[src/rtl/i2c_sclgen.sv]
// I2C master SCL generator: sequences low/high phases against an external divider,
// with byte-level hold, slave clock stretching and multi-master clock synchronisation.
module i2c_sclgen (
  input  logic       clk,
  input  logic       rst_an,
  input  logic       run,
  input  logic       hold,
  input  logic       zero,
  input  logic       scl_in,
  output logic [1:0] load,
  output logic       scl_oe,
  output logic       scl_rise,
  output logic       scl_fall,
  output logic       stretch,
  output logic       busy
);

  typedef enum logic [2:0] {
    IDLE, LOW_LD, LOW, HOLD, STRETCH, HIGH_LD, HIGH
  } state_t;

  state_t     state, stNext;
  logic [1:0] sclSync;
  logic       sclS;
  logic       firstCyc;

  assign sclS = sclSync[1];

  // Idle-high synchroniser so a released bus never looks like a low pulse out of reset.
  always_ff @(posedge clk or negedge rst_an) begin
    if (!rst_an) sclSync <= 2'b11;
    else         sclSync <= {sclSync[0], scl_in};
  end

  always_comb begin
    stNext = state;
    case (state)
      IDLE:    if (run) stNext = LOW_LD;
      LOW_LD:  stNext = LOW;
      LOW:     if (!firstCyc && zero) stNext = hold ? HOLD : STRETCH;
      HOLD:    if (!hold) stNext = STRETCH;
      STRETCH: if (sclS) stNext = HIGH_LD;
      HIGH_LD: stNext = HIGH;
      // Another master pulling SCL low ends our high phase early, regardless of the divider.
      HIGH: begin
        if (!firstCyc) begin
          if (!sclS)     stNext = LOW_LD;
          else if (zero) stNext = run ? LOW_LD : IDLE;
        end
      end
      default: stNext = IDLE;
    endcase
  end

  // Outputs are decoded from the next state so they line up with the registered state.
  always_ff @(posedge clk or negedge rst_an) begin
    if (!rst_an) begin
      state    <= IDLE;
      firstCyc <= 1'b0;
      load     <= 2'b00;
      scl_oe   <= 1'b0;
      scl_rise <= 1'b0;
      scl_fall <= 1'b0;
      stretch  <= 1'b0;
      busy     <= 1'b0;
    end else begin
      state    <= stNext;
      firstCyc <= (stNext != state);
      load     <= {stNext == HIGH_LD, stNext == LOW_LD};
      scl_oe   <= (stNext == LOW_LD) || (stNext == LOW) || (stNext == HOLD);
      scl_rise <= (stNext == HIGH_LD);
      scl_fall <= (stNext == LOW_LD);
      stretch  <= (stNext == STRETCH);
      busy     <= (stNext != IDLE);
    end
  end

endmodule

[config.mk]
export PLATFORM = sky130hd
export DESIGN_NAME = i2c_sclgen
export DESIGN_NICKNAME = d
export VERILOG_FILES = /design/src/rtl/i2c_sclgen.sv
export SDC_FILE = /design/constraint.sdc
export NUM_CORES = 1
export LEC_CHECK = 0
export ABC_AREA = 1
export CORE_AREA = 2 2 39 41
export CTS_BUF_LIST = sky130_fd_sc_hd__clkbuf_16
export CTS_CLUSTER_SIZE = 8
export DETAILED_ROUTE_END_ITERATION = 8
export DIE_AREA = 0 0 41 43
export HOLD_SLACK_MARGIN = 0.15
export PLACE_DENSITY = 0.74
export RECOVER_POWER = 25
export SETUP_SLACK_MARGIN = 0.15
export SYNTH_ARGS = -nofsm -noshare
export SYNTH_HDL_FRONTEND = slang
export SYNTH_SLANG_ARGS = --single-unit
[constraint.sdc]
create_clock -name clk -period 2 [get_ports clk]
set_input_delay 0.4 -clock clk [delete_from_list [all_inputs] [get_ports clk]]
set_output_delay 0.4 -clock clk [all_outputs]
set_load 0.01 [all_outputs]
==> flow_summary.yaml, run 1 <==
hold_path:
  hp-class: "flop to flop"
  hold_path_depth: 0
  min_to: "sclSync[1]"
  worst_hold_startpoint: "sclSync[0]"
timing:
  holdWs_ns: 0.3538
  fin_crit_sh: 0.7637
  skew_ns: 0.001159
  hold_viol_final: 0
  clock.fmax_mhz: 654.7
  finalSetupViolCount: 0
  relSlewSlack: 0.6783
  finalMaxSlewViolations: 0
  fin_ws_ns: 0.4725
  grt_setup_unrepaired: "false"
  finalWorstPathRequiredPeriod_ns: 1.527
  setup_tns_ns: 0
  tightest_slew_ns: 0.4810
placed_design:
  dp_slack_ns: 0.2702
  dp_hpwl_um: 870.7
  port_buffers: 12
  placedCellCount: 100
  placed_area_um2: 737.0
  gp_congestion: 0.7268
global_route:
  grt_usage: 0.1723
  grt_max_degree: 12
  grt_pass1_vias: 471
  grt_overflow: 0
  grt_pass1_wl_um: 1966
  antenna_found_initial: 0
worst_setup_path:
  cpMaxStageDelayCell: "clkdlybuf4s50_1"
  max_stage_delay_ns: 0.54
  cp-end-kind: "primary output"
  crit_arrival_ns: 1.13
  crit_type: "flop to primary output"
  critPathTopFamily: "buffers and inverters"
  r2r_slack_ns: 0.60
  rr_endpoint: "busy"
  reg2regPathDepth: 9
  critPathMaxFanout: 2
  cp.required_ns: 1.60
  start_kind: "flop"
  crit-reg2reg-launch: "state[0]"
  crit_chain: "clkdlybuf4s50_1"
  cp_num_buf_inv: 1
synthesis:
  synth_top_family_by_area: "simple AND/OR/NAND/NOR gates"
  synth_cell_types: 20
  synth_compound_area_frac: 0.02008
  yosysWarnings: 0
  ys_seq_area_frac: 0.4458
  synth_seq_cells: 11
  synth.avg_cell_area_um2: 8.308
  synth_fp_nets: 81
  synthAdderAreaFrac: 0
  netlist_area_um2: 623.1
  synth-simple-area-share: 0.4076
  synthCells: 75
  synth_xor_area_frac: 0
  synthMuxAreaShare: 0
power:
  powerDensity_mw_per_mm2: 1648
  power_leakage_nw: 0.4070
  max-vdd-ir-drop_mv: 0.9267
  intPower_uw: 813.3
  p_seq_frac: 0.274
  power_mw: 1.347
  power_frac_clock: 0.270
  switching_share: 0.3961
  power_switching_uw: 533.4
  pwr-share-comb: 0.456
finish:
  area_growth_pct: 31.12
  fin_cells: 104
  nFillCells: 124
  nNetsFinal: 95
  final_cell_mix: "nand2_1 (19), inv_1 (12), clkdlybuf4s50_1 (10)"
  fin_area_um2: 817.0
  fin_util: 0.5904
  mostFrequentLayoutCell: "nand2_1"
  drive_gt1_frac: 0.2273
  num_antenna_cells: 0
clocking:
  post_cts_buffers: 0
  clockBufferDepth: 2
  ctsResizeCount: 0
  cts_hold_buf: 0
  clock_sinks: 11
  cts-root-buf: "clkbuf_16"
  clk-insertion-delay-late_ns: 0.24
  cts-buffers-inserted: 3
  h-tree-depth: 1
  clkTransAtPathRegs_ns: 0.04
  cts_tree: "yes"
route:
  drc_errors: 0
  wl_um: 1197
  dr.pass1.iters: 4
  drt-initial-drc-count: 8
  dr_total_vias: 501
  routedWlPerCell_um: 11.51
  vias_per_cell: 4.817
  final_antenna_net_count: 0
flow_run:
  max_cap_violations: 0
die:
  io_pins: 13
  rows: 14
  die_h_um: 43
  start_util: 0.4503
  die_x_um: 41
  dieArea_mm2: 0.001763
  coreArea_mm2: 0.001384
run_status:
  outcome: "finished clean"
-- how the worst max path moves through the flow --
| stage | start | end | slack, ns | depth (start not counted) |
|---|---|---|---|---|
| 2_1_floorplan | state[0] | firstCyc | 0.79 | 9 |
| 3_3_place_gp | zero | busy | 0.31 | 8 |
| 3_5_place_dp | zero | busy | 0.27 | 8 |
| 4_1_cts | load[0] | scl_fall | 0.45 | 1 |
| 5_1_grt | zero | busy | 0.41 | 8 |
| 6_report | load[0] | scl_fall | 0.47 | 1 |
-- sequential cells by signal, indices dropped and copies added, names as in the netlist --
| name | count |
|---|---|
| busy | 1 |
| scl_oe | 1 |
| state | 3 |
| sclSync | 2 |
| firstCyc | 1 |
| load | 2 |
| stretch | 1 |
-- synth_stat cells (all sizes together) --
| cell | n | share of area |
|---|---|---|
| inv | 14 | 0.084 |
| nand3 | 8 | 0.084 |
| a21oi | 1 | 0.0080 |
| dfrtp | 9 | 0.36 |
| nand2 | 23 | 0.16 |
| nor2 | 8 | 0.080 |
| nor3 | 3 | 0.040 |
| nand4 | 3 | 0.040 |
| buf | 3 | 0.042 |
| o21bai | 1 | 0.012 |
| dfstp | 2 | 0.084 |
-- area by class of cell --
| cell class | count | area [um2] | area share |
|---|---|---|---|
| Clock buffer | 3 | 75.07 | 0.09188 |
| Inverter | 14 | 52.55 | 0.06432 |
| Tap cell | 16 | 20.02 | 0.02450 |
| Multi-Input combinational cell | 47 | 266.5 | 0.3262 |
| Clock inverter | 1 | 5.005 | 0.006126 |
| Sequential cell | 11 | 277.8 | 0.3400 |
| Timing Repair Buffer | 12 | 120.1 | 0.1470 |
-- cell families after synthesis --
family                 count (synthesis)
AOI/OAI and AO/OA                      2
DFF                                   11
and+or+nand+nor                       45
buffers and inverters                 17
-- layer usage --
metal	routed length (um)	part of all wire	GRT usage	vias to the layer above
met5	0	0	0	-
met4	25	0.021	0.1000	0
met3	62	0.052	0.04188	3
met2	585	0.49	0.2594	13
met1	523	0.44	0.2138	230
li1	-	-	-	255
-- power by group through the flow --
stage          clock, mW  combinational, mW  sequential [mW]
6_report           0.364              0.615            0.369
5_1_grt            0.384              0.684            0.380
4_1_cts            0.367              0.627            0.370
3_5_place_dp           0              0.607            0.371
3_3_place_gp           0              0.593            0.371
2_1_floorplan          0              0.471            0.362
Power figures use the tool's default switching activity.
==> run 2: changes to the inputs <==
Settings changed: CORE_AREA 2 2 39 41 to default, CORE_UTILIZATION from default to 43, DIE_AREA 0 0 41 43 to default, PLACE_DENSITY 0.74 to 0.72.
Clock period 2 ns to 1.3 ns, I/O delays scaled along.
==> run 2 against run 1 <==
- design area increased by 20%
- critical path depth up 7
- sequential power grew 58%
- flip-flop and latch count did not move
- sequential share of layout area fell by 5.3 points
- clock power grew 47%
- worst setup slack got worse by 0.44 ns
- final cell count rose by 12%
==> flow_summary.yaml, run 2 (synthesis gave the netlist of run 1 again) <==
timing:
  grt_setup_unrepaired: "true"
  relSlewSlack: 0.6096
  finalMaxSlewViolations: 0
  tightest_slew_ns: 0.5857
  finalSetupViolCount: 0
  skew_ns: 0.0004449
  clock.fmax_mhz: 788.5
  hold_viol_final: 0
  finalWorstPathRequiredPeriod_ns: 1.268
  fin_crit_sh: 0.9756
route:
  routedWlPerCell_um: 12.89
  dr.pass1.iters: 2
  vias_per_cell: 4.810
  dr_total_vias: 558
  drt-initial-drc-count: 13
  wl_um: 1495
  final_antenna_net_count: 0
  drc_errors: 0
clocking:
  clock_sinks: 11
  clkTransAtPathRegs_ns: 0.04
  cts-root-buf: "clkbuf_16"
  clockBufferDepth: 2
  cts-buffers-inserted: 3
  h-tree-depth: 1
  clk-insertion-delay-late_ns: 0.23
  cts_tree: "yes"
  cts_hold_buf: 0
die:
  die_h_um: 40.07
  dieArea_mm2: 0.001605
  coreArea_mm2: 0.001318
  die_x_um: 40.07
  start_util: 0.4729
  io_pins: 13
  rows: 13
finish:
  regMostFlops: "state"
  largestRegisters: "state (3), load (2), sclSync (2)"
  mostFrequentLayoutCell: "nand2_1"
  nFillCells: 94
  fin_cells: 116
  num_antenna_cells: 0
  seqCellArea_um2: 281.5
  drive_gt1_frac: 0.4752
  fin_area_um2: 982.2
  area_growth_pct: 57.63
  final_cell_mix: "nand2_1 (13), buf_4 (10), inv_1 (9)"
  largest_reg_flops: 3
  nNetsFinal: 108
  multi_input_area_um2: 329.1
hold_path:
  hold_path_depth: 0
  hp-class: "flop to flop"
run_status:
  outcome: "finished clean"
placed_design:
  placed_area_um2: 813.3
  dp_hpwl_um: 1018
  placedCellCount: 105
  port_buffers: 12
  gp_congestion: 0.7492
power:
  max-vdd-ir-drop_mv: 1.671
  power_leakage_nw: 0.4960
  powerDensity_mw_per_mm2: 2549
global_route:
  grt_max_degree: 12
  grt_overflow: 0
  grt_pass1_wl_um: 2221
  antenna_found_initial: 0
  grt_usage: 0.2197
  grt_pass1_vias: 565
worst_setup_path:
  cp.required_ns: 1.41
  critPathMaxFanout: 5
  start_kind: "flop"
  r2r_slack_ns: 0.03
  crit_type: "flop to flop"
  cp-end-kind: "flop"
  reg2regPathDepth: 8
  crit_arrival_ns: 1.38
flow_run:
  max_cap_violations: 0
-- run 2: cell types whose count changed in the layout (fill, tap and decap cells not counted), sizes merged --
cell / before / now
buf: 0 / 12
clkdlybuf4s50: 10 / 2
clkdlybuf4s15: 0 / 5
dlygate4sd2: 0 / 4
clkbuf: 3 / 4
clkinv: 1 / 0
dlygate4sd3: 2 / 1
inv: 14 / 15
-- run 2: worst max-delay path, cell delays in order, from the launching register on --
cell and delay (ns):
dfrtp_2 0.44, inv_4 0.08, nand2_4 0.06, nor2_4 0.15
nand2_4 0.09, nand3_4 0.14, nand2_2 0.06, nand2_1 0.06
nand3_1 0.07
-- run 2: report_power, final --
group | leakage, nW | switching (mW) | internal [mW]
combinational | 0.325 | 0.763 | 0.623
sequential | 0.129 | 0.111 | 0.474
clock | 0.0423 | 0.132 | 0.402
total | 0.496 | 1.01 | 1.50
-- run 2: final timing paths --
kind,from,to
max in group asynchronous,rst_an,state[0]
worst min-delay path,sclSync[0],sclSync[1]
worst max-delay path,state[0],firstCyc
worst max register to register,state[0],firstCyc
min in group asynchronous,rst_an,stretch
worst min register to register,sclSync[0],sclSync[1]
-- run 2: area by class of cell --
class / instances / area share
clock buffer: 3 / 0.07643
clock inverter: 1 / 0.003822
inverter: 14 / 0.05860
multi-input combinational: 47 / 0.3350
sequential: 11 / 0.2866
tap: 15 / 0.01911
timing repair buffer: 25 / 0.2204
-- run 2: what timing repair did --
action                                  in CTS  in global routing
resized for setup                           18                 12
endpoints found under the setup margin      14                 13
setup buffers                                6                  1
pin swaps                                    5                  6
-- run 2: metrics by stage --
step | setup WS, ns | TNS, ns | power [mW] | util | hold WS, ns
after floorplan | 0.1109 | 0 | 1.378 | - | -0.03559
after global routing | -0.02811 | -0.06746 | 2.661 | 0.7455 | 0.3576
after global placement | -0.2351 | -1.157 | 1.662 | 0.6173 | 0.3462
after detailed placement | -0.2600 | -1.293 | 1.692 | 0.6173 | 0.3522
final | 0.03171 | 0 | 2.504 | 0.7455 | 0.3558
after CTS | 0.02717 | 0 | 2.410 | 0.7265 | 0.3249
-- run 2: metal layers --
layer / GRT usage / part of all wire / up-vias / wire, um
li1: - / - / 278 / -
met1: 0.2085 / 0.39 / 267 / 581
met2: 0.4234 / 0.57 / 9 / 849
met3: 0.02778 / 0.023 / 4 / 34
met4: 0.1552 / 0.020 / 0 / 30
met5: 0 / 0 / - / 0
==> run 3: changes to the inputs <==
Settings changed: CTS_CLUSTER_DIAMETER from default to 40, PLACE_DENSITY 0.72 to 0.79.
==> run 3 against run 2 <==
- largest cell class unchanged
- power grew 4.2%
- first-iteration DRC count shrank 62%
- hold slack got worse by 0.0019 ns
- via count increased by 5.2%
- non-clock buffer count increased by 3
- clock power is 3% higher
==> flow_summary.yaml, run 3 (synthesis gave the netlist of run 1 again) <==
clocking:
  cts_hold_buf: 0
  clkTransAtPathRegs_ns: 0.04
  clk-insertion-delay-late_ns: 0.24
  h-tree-depth: 1
  clock_sinks: 11
  clockBufferDepth: 2
  cts-buffers-inserted: 3
  cts_tree: "yes"
  cts-root-buf: "clkbuf_16"
global_route:
  grt_usage: 0.2333
  grt_overflow: 0
  antenna_found_initial: 0
  grt_use_met2: 0.3871
  busiest_layer: "met2"
  grt_max_degree: 12
  met3_usage: 0.05000
  grt_use_met1: 0.2596
  grt_pass1_wl_um: 2290
  grt_pass1_vias: 564
route:
  dr.pass1.iters: 4
  dr_total_vias: 587
  wl_um: 1488
  vias_per_cell: 4.933
  drt-initial-drc-count: 5
  routedWlPerCell_um: 12.50
  drc_errors: 0
  final_antenna_net_count: 0
timing:
  skew_ns: 0.001620
  hold_viol_final: 0
  relSlewSlack: 0.6287
  finalMaxSlewViolations: 0
  clock.fmax_mhz: 775.8
  finalSetupViolCount: 0
  tightest_slew_ns: 0.5569
  fin_crit_sh: 0.9915
  finalWorstPathRequiredPeriod_ns: 1.289
  grt_setup_unrepaired: "true"
  holdWs_ns: 0.3539
hold_path:
  hp-class: "flop to flop"
die:
  io_pins: 13
  dieArea_mm2: 0.001605
  start_util: 0.4729
  die_h_um: 40.07
  rows: 13
  coreArea_mm2: 0.001318
  die_x_um: 40.07
finish:
  drive_gt1_frac: 0.4808
  num_antenna_cells: 0
  final_cell_mix: "nand2_1 (15), buf_4 (15), inv_1 (8)"
  largest_reg_flops: 3
  area_growth_pct: 60.64
  regMostFlops: "state"
  largestRegisters: "state (3), load (2), sclSync (2)"
  nNetsFinal: 111
worst_setup_path:
  start_kind: "flop"
  crit_arrival_ns: 1.39
  crit-reg2reg-launch: "state[0]"
  cpMaxStageDelayCell: "dfrtp_2"
  r2r_slack_ns: 0.01
  reg2regPathDepth: 8
  critPathMaxFanout: 4
  endpoint: "firstCyc"
  crit_type: "flop to flop"
  rr_endpoint: "firstCyc"
  cp-end-kind: "flop"
  cp.required_ns: 1.40
  max_stage_delay_ns: 0.43
  crit_chain: "inv_4 > nand2_4 > nor2_4 > nand2_4 > nand3_4 > nand2_1 > nand2_1 > nand3_1"
  startpoint: "state[0]"
flow_run:
  max_cap_violations: 0
power:
  powerDensity_mw_per_mm2: 2606
  power_leakage_nw: 0.5078
  power_mw: 2.608
  max-vdd-ir-drop_mv: 1.400
placed_design:
  dp_hpwl_um: 946.4
  port_buffers: 12
  gp_congestion: 0.8076
run_status:
  outcome: "finished clean"
run 3: cell types whose count changed in the layout (fill, tap and decap cells not counted), sizes merged:
cell / before / now
buf: 12 / 15
clkdlybuf4s15: 5 / 6
clkinv: 0 / 1
dlygate4sd2: 4 / 3
inv: 15 / 14
run 3: stage by stage:
stage,instances,worst slack (ns),util,TNS [ns],area [um2]
3_5_place_dp,105,-0.2610,0.6173,-1.423,813.3
4_1_cts,115,0.03751,0.7170,0,944.7
5_1_grt,119,-0.05750,0.7597,-0.1459,1001
6_report,119,0.01103,0.7597,0,1001
2_1_floorplan,75,0.1109,-,0,655.6
3_3_place_gp,105,-0.2225,0.6173,-1.246,813.3
run 3: layer usage:
| layer | up-vias | wire, um | share of wire |
|---|---|---|---|
| li1 | 286 | - | - |
| met1 | 278 | 599 | 0.40 |
| met2 | 19 | 806 | 0.54 |
| met3 | 4 | 51 | 0.034 |
| met4 | 0 | 31 | 0.021 |
| met5 | - | 0 | 0 |
run 3: repair_timing:
action / in CTS / in global routing
gates resized for setup: 16 / 11
setup buffers: 6 / 4
pin swaps: 3 / 4
hold endpoints to repair: 0 / 0
endpoints found under the setup margin: 15 / 14
run 3: worst min path at each step:
stage,start,slack (ns),cells past startpoint,to
floorplan,rst_an,-0.04,0,busy
global placement,sclSync[0],0.35,0,sclSync[1]
detailed placement,sclSync[0],0.35,0,sclSync[1]
CTS,rst_an,0.31,2,state[2]
global route,sclSync[0],0.36,0,sclSync[1]
finish,sclSync[0],0.35,0,sclSync[1]
run 3: critical path, delay by kind of cell (launching register included):
family        cells  cell delay [ns]
buf+inv           1             0.08
flops             1             0.43
simple gates      7             0.65
run 3: cell type report:
class                           count  area (um2)
Inverter                           14       55.05
Sequential cell                    11       280.3
Timing Repair Buffer               28       232.7
Fill cell                          85       316.6
Multi-Input combinational cell     47       334.1
Clock inverter                      1       5.005
Clock buffer                        3       75.07
Tap cell                           15       18.77
run 3: power breakdown:
group	total [mW]	switching, mW	leakage [nW]	internal, mW
logic	1.49	0.793	0.337	0.696
registers	0.569	0.0987	0.130	0.471
clock network	0.550	0.143	0.0409	0.406
==> variant 1 (settings of run 2) <==
Remove the register `scl_rise`: a continuous assignment takes its place, so the output `scl_rise` follows one clock earlier.
--- a/src/rtl/i2c_sclgen.sv
+++ b/src/rtl/i2c_sclgen.sv
@@ -61,3 +61,2 @@
       scl_oe   <= 1'b0;
-      scl_rise <= 1'b0;
       scl_fall <= 1'b0;
@@ -70,3 +69,2 @@
       scl_oe   <= (stNext == LOW_LD) || (stNext == LOW) || (stNext == HOLD);
-      scl_rise <= (stNext == HIGH_LD);
       scl_fall <= (stNext == LOW_LD);
@@ -77,2 +75,4 @@
 
+  assign scl_rise = (stNext == HIGH_LD);
+
 endmodule
Function: changed (a bounded check fails within 10 cycles, from zero or initial values and one cycle with rst_an low).
==> variant 1 against run 2 <==
The flow now finishes with violations (negative setup slack). Sequential cell count stayed put. Non-clock buffer count is 1 higher. Core utilization is 5.1 points higher. Combinational power is 22% higher. Clock skew hardly changed. Cell area is 6.9% higher. Clock power is 2% higher. Setup slack worse by 0.17 ns. Area after synthesis is 1.2% lower. Routed wire length is 10% higher. Synthesized cell count is 1.3% lower. Power is 11% higher. Largest cell class unchanged. Highest routed layer unchanged.
==> variant 1: results (changes against run 2) <==
[metrics] count of TritonRoute iterations in the first routing pass: 4 (+2)
[metrics] global-route wire length before repair: 2490 um (+12%)
[metrics] Crit Path Max Fanout: 2 (-3)
[metrics] vias in the first global route: 612 (+8.3%)
[metrics] Setup TNS: -0.295 ns (-0.295 ns)
[metrics] critical path's largest stage delay: 0.54 ns (+0.10 ns)
[metrics] HPWL Detailed: 994 um (-2.3%)
[metrics] worst clock skew on the final layout: 0.000711 ns (+0.000266 ns)
[metrics] routed wire length on met3: 20 um (-41%)
[metrics] violated checks: negative setup slack
[metrics] area after detailed placement: 836 um2 (+2.8%)
[metrics] Setup Viol. Count Final: 5 (+5)
[metrics] per-cell routed wire length: 14.1 um (+9.0%)
[metrics] Iteration-0 DRC Markers: 6 (-7)
[metrics] Final WS setup: -0.134 ns (-0.166 ns)
[metrics] library cell contributing the largest single delay on the critical path: sky130_fd_sc_hd__dfstp_2
[metrics] met1 layer wirelength in the final routing: 692 um (+19%)
[metrics] Syn Area/Cell: 8.32 um2 (+0.13%)
[metrics] quantity of gates resized following cts: 32 (+14)
[metrics] fraction of layout instances using a drive strength above 1: 0.510 (+0.0346)
[metrics] Net Count, Synth: 80 (-1.2%)
[metrics] run status: finished, violations left
[metrics] ranking of synthesized cells by area: sky130_fd_sc_hd__dfrtp_1 37%, sky130_fd_sc_hd__nand2_1 12%, sky130_fd_sc_hd__dfstp_2 8.5%
[metrics] final RePlAce weighted congestion: 0.732 (-2.2%)
[metrics] Net Switching: 1.13 mW (+13%)
## variant 1: final timing paths
check,startpoint,end,slack (ns),cells after the start
min in group asynchronous,rst_an,busy$_DFF_PN0_,0.52,2
hold reg to reg,sclSync[0]$_DFF_PN1_,sclSync[1]$_DFF_PN1_,0.36,0
setup / recovery,sclSync[1]$_DFF_PN1_,scl_rise,-0.13,3
setup reg to reg,state[1]$_DFF_PN0_,busy$_DFF_PN0_,-0.06,10
hold / removal,sclSync[0]$_DFF_PN1_,sclSync[1]$_DFF_PN1_,0.36,0
max in group asynchronous,rst_an,state[1]$_DFF_PN0_,0.38,2
## variant 1: final cells by class
class,instances,area (um2),area share
well taps,15,18.8,0.0179
flip-flops and latches,11,279,0.266
inverters,14,55.1,0.0524
clock buffers,3,75.1,0.0715
clock inverters,1,3.75,0.00358
repair buffers,26,246,0.235
multi-input cells,47,372,0.354
## variant 1: logic make-up (layout without fill, tap and decap cells)
family,count (synthesis),after routing
buffers and inverters,16,44
AOI/OAI and AO/OA,2,2
DFF,11,11
and+or+nand+nor,45,45
## variant 1: critical path: cells and delay by family (launching register included)
family / cells / cell delay, ns
buffers and inverters: 2 / 0.21
flip-flops: 1 / 0.54
AND/OR/NAND/NOR: 1 / 0.19
## variant 1: routing by layer
layer / up-vias / track usage
met5: - / 0
met4: 0 / 0.103
met3: 2 / 0.0227
met2: 7 / 0.459
met1: 281 / 0.280
li1: 285 / -
## variant 1: power groups by stage
stage,clock [mW],sequential (mW),combinational [mW]
5_1_grt,0.571,0.545,1.82
6_report,0.546,0.542,1.69
4_1_cts,0.553,0.522,1.58
2_1_floorplan,0,0.570,0.802
3_3_place_gp,0,0.512,1.18
3_5_place_dp,0,0.513,1.21
==> variant 2 (flow settings as in run 2) <==
Without the edit above. Register the output `scl_oe` once more; this adds one clock of latency there. The other outputs are not delayed to match.
--- a/src/rtl/i2c_sclgen.sv
+++ b/src/rtl/i2c_sclgen.sv
@@ -20,2 +20,4 @@
   } state_t;
+
+  logic scl_oe_s0;
 
@@ -60,3 +62,3 @@
       load     <= 2'b00;
-      scl_oe   <= 1'b0;
+      scl_oe_s0 <= 1'b0;
       scl_rise <= 1'b0;
@@ -69,3 +71,3 @@
       load     <= {stNext == HIGH_LD, stNext == LOW_LD};
-      scl_oe   <= (stNext == LOW_LD) || (stNext == LOW) || (stNext == HOLD);
+      scl_oe_s0 <= (stNext == LOW_LD) || (stNext == LOW) || (stNext == HOLD);
       scl_rise <= (stNext == HIGH_LD);
@@ -77,2 +79,10 @@
 
+  always_ff @(posedge clk or negedge rst_an) begin
+    if (!rst_an) begin
+      scl_oe <= '0;
+    end else begin
+      scl_oe <= scl_oe_s0;
+    end
+  end
+
 endmodule
Behaviour: not the same (a bounded check fails within 4 cycles, from zero or initial values and one cycle with rst_an low).
==> variant 2 against run 2 <==
Sequential power up 12%. Count of clock-buffer cells in the layout unchanged. Cell area shrank 2.8%. Power shrank 1.7%. Via count grew 2.9%. Routed wire length increased by 16%. Largest cell class is now sequential cells. First-iteration DRC count decreased by 62%. Clock skew grew 0.0023 ns. Area after synthesis is 1.2% lower. Combinational power decreased by 11%. Final cell count down 0.86%. Sequential cell count grew 1. Setup slack gained 0.0068 ns.
==> variant 2: results (changes against run 2) <==
[metrics] total clock buffers created by CTS: 3 (unchanged)
[metrics] worst-case headroom to the max-slew limit: 0.567 (-0.0425)
[metrics] via count: 574 (+2.9%)
[metrics] ranking of synthesized cells by instance count: 22 x sky130_fd_sc_hd__nand2_1, 11 x sky130_fd_sc_hd__inv_1, 10 x sky130_fd_sc_hd__dfrtp_1
[metrics] proportion of synthesized chip area in sequential cells: 0.492 (+0.0461)
[metrics] area after detailed placement: 763 um2 (-6.2%)
[metrics] count of TritonRoute iterations in the first routing pass: 4 (+2)
[metrics] Cell variety after synth: 17 (-15%)
[metrics] final worst hold slack: 0.353 ns (-0.00318 ns)
[metrics] fill cell total of the finished layout: 93 (-1.1%)
[metrics] Net Count, Synth: 84 (+3.7%)
[metrics] global-route wire length before repair: 2260 um (+1.9%)
[metrics] critical path arrival: 1.39 ns
[metrics] run status: complete, no violations
[metrics] # nets final: 107 (-0.93%)
[metrics] end of the worst register-to-register path: stretch$_DFF_PN0_
[metrics] maximum number of pins on one net before global-route repair: 13 (+1)
[metrics] worst clock skew on the final layout: 0.00276 ns (+0.00232 ns)
[metrics] overall routed net length: 1730 um (+16%)
[metrics] final antenna diode count: 0 (unchanged)
[metrics] Reg2Reg Launch Point: state[1]$_DFF_PN0_
[metrics] antenna violations before repair: 0 (unchanged)
[metrics] worst hold endpoint: scl_oe$_DFF_PN0_
[metrics] Pleak: 0.513 nW (+3.5%)
[metrics] fraction of layout instances using a drive strength above 1: 0.490 (+0.0148)
[metrics] setup slack after placement: -0.260 ns (+0.000120 ns)
[metrics] Worst Min Path Start: scl_oe_s0$_DFF_PN0_
[metrics] Iteration-0 DRC Markers: 5 (-8)
[metrics] ranking of synthesized cells by area: sky130_fd_sc_hd__dfrtp_1 41%, sky130_fd_sc_hd__nand2_1 13%, sky130_fd_sc_hd__dfstp_2 8.5%
[metrics] Post-Synthesis Cell Area: 616 um2 (-1.2%)
variant 2: worst max-delay path by stage:
stage	from	end	slack, ns	cells past startpoint
2_1_floorplan	state[1]$_DFF_PN0_	busy$_DFF_PN0_	0.15	8
5_1_grt	state[2]$_DFF_PN0_	scl_oe_s0$_DFF_PN0_	-0.001	8
3_3_place_gp	zero	busy$_DFF_PN0_	-0.25	8
6_report	state[1]$_DFF_PN0_	stretch$_DFF_PN0_	0.04	8
4_1_cts	state[1]$_DFF_PN0_	load[0]$_DFF_PN0_	0.06	7
3_5_place_dp	zero	busy$_DFF_PN0_	-0.26	8
variant 2: kinds of logic after synthesis:
group           synth area share
compound gates            0.0244
buf+inv                    0.130
simple gates               0.354
flops                      0.492
variant 2: stage by stage:
step | cells | utilization
2_1_floorplan | 78 | -
3_3_place_gp | 106 | 0.579
3_5_place_dp | 106 | 0.579
4_1_cts | 111 | 0.668
5_1_grt | 115 | 0.725
6_report | 115 | 0.725
variant 2: routing by layer:
layer,wire [um],global-route usage,up-vias
li1,-,-,275
met1,649,0.232,271
met2,968,0.377,23
met3,76,0.0795,5
met4,38,0.190,0
met5,0,0,-
variant 2: area by class of cell:
type                       instances  area (um2)  share of cell area
sequential                        12         307               0.321
tap                               15        18.8              0.0197
multi-input combinational         48         305               0.320
timing repair buffer              20         175               0.183
clock buffer                       3        75.1              0.0786
inverter                          16        70.1              0.0734
clock inverter                     1        3.75             0.00393
variant 2: power breakdown:
part	internal, mW	switching [mW]
Combinational	0.502	0.742
Sequential	0.531	0.123
Clock	0.404	0.158
variant 2: what timing repair did:
action                     CTS  global route
setup endpoints to repair   13            10
gates resized for setup     25            20
buffers inserted             1             4
pin swaps                    9             9
cloned                       0             0
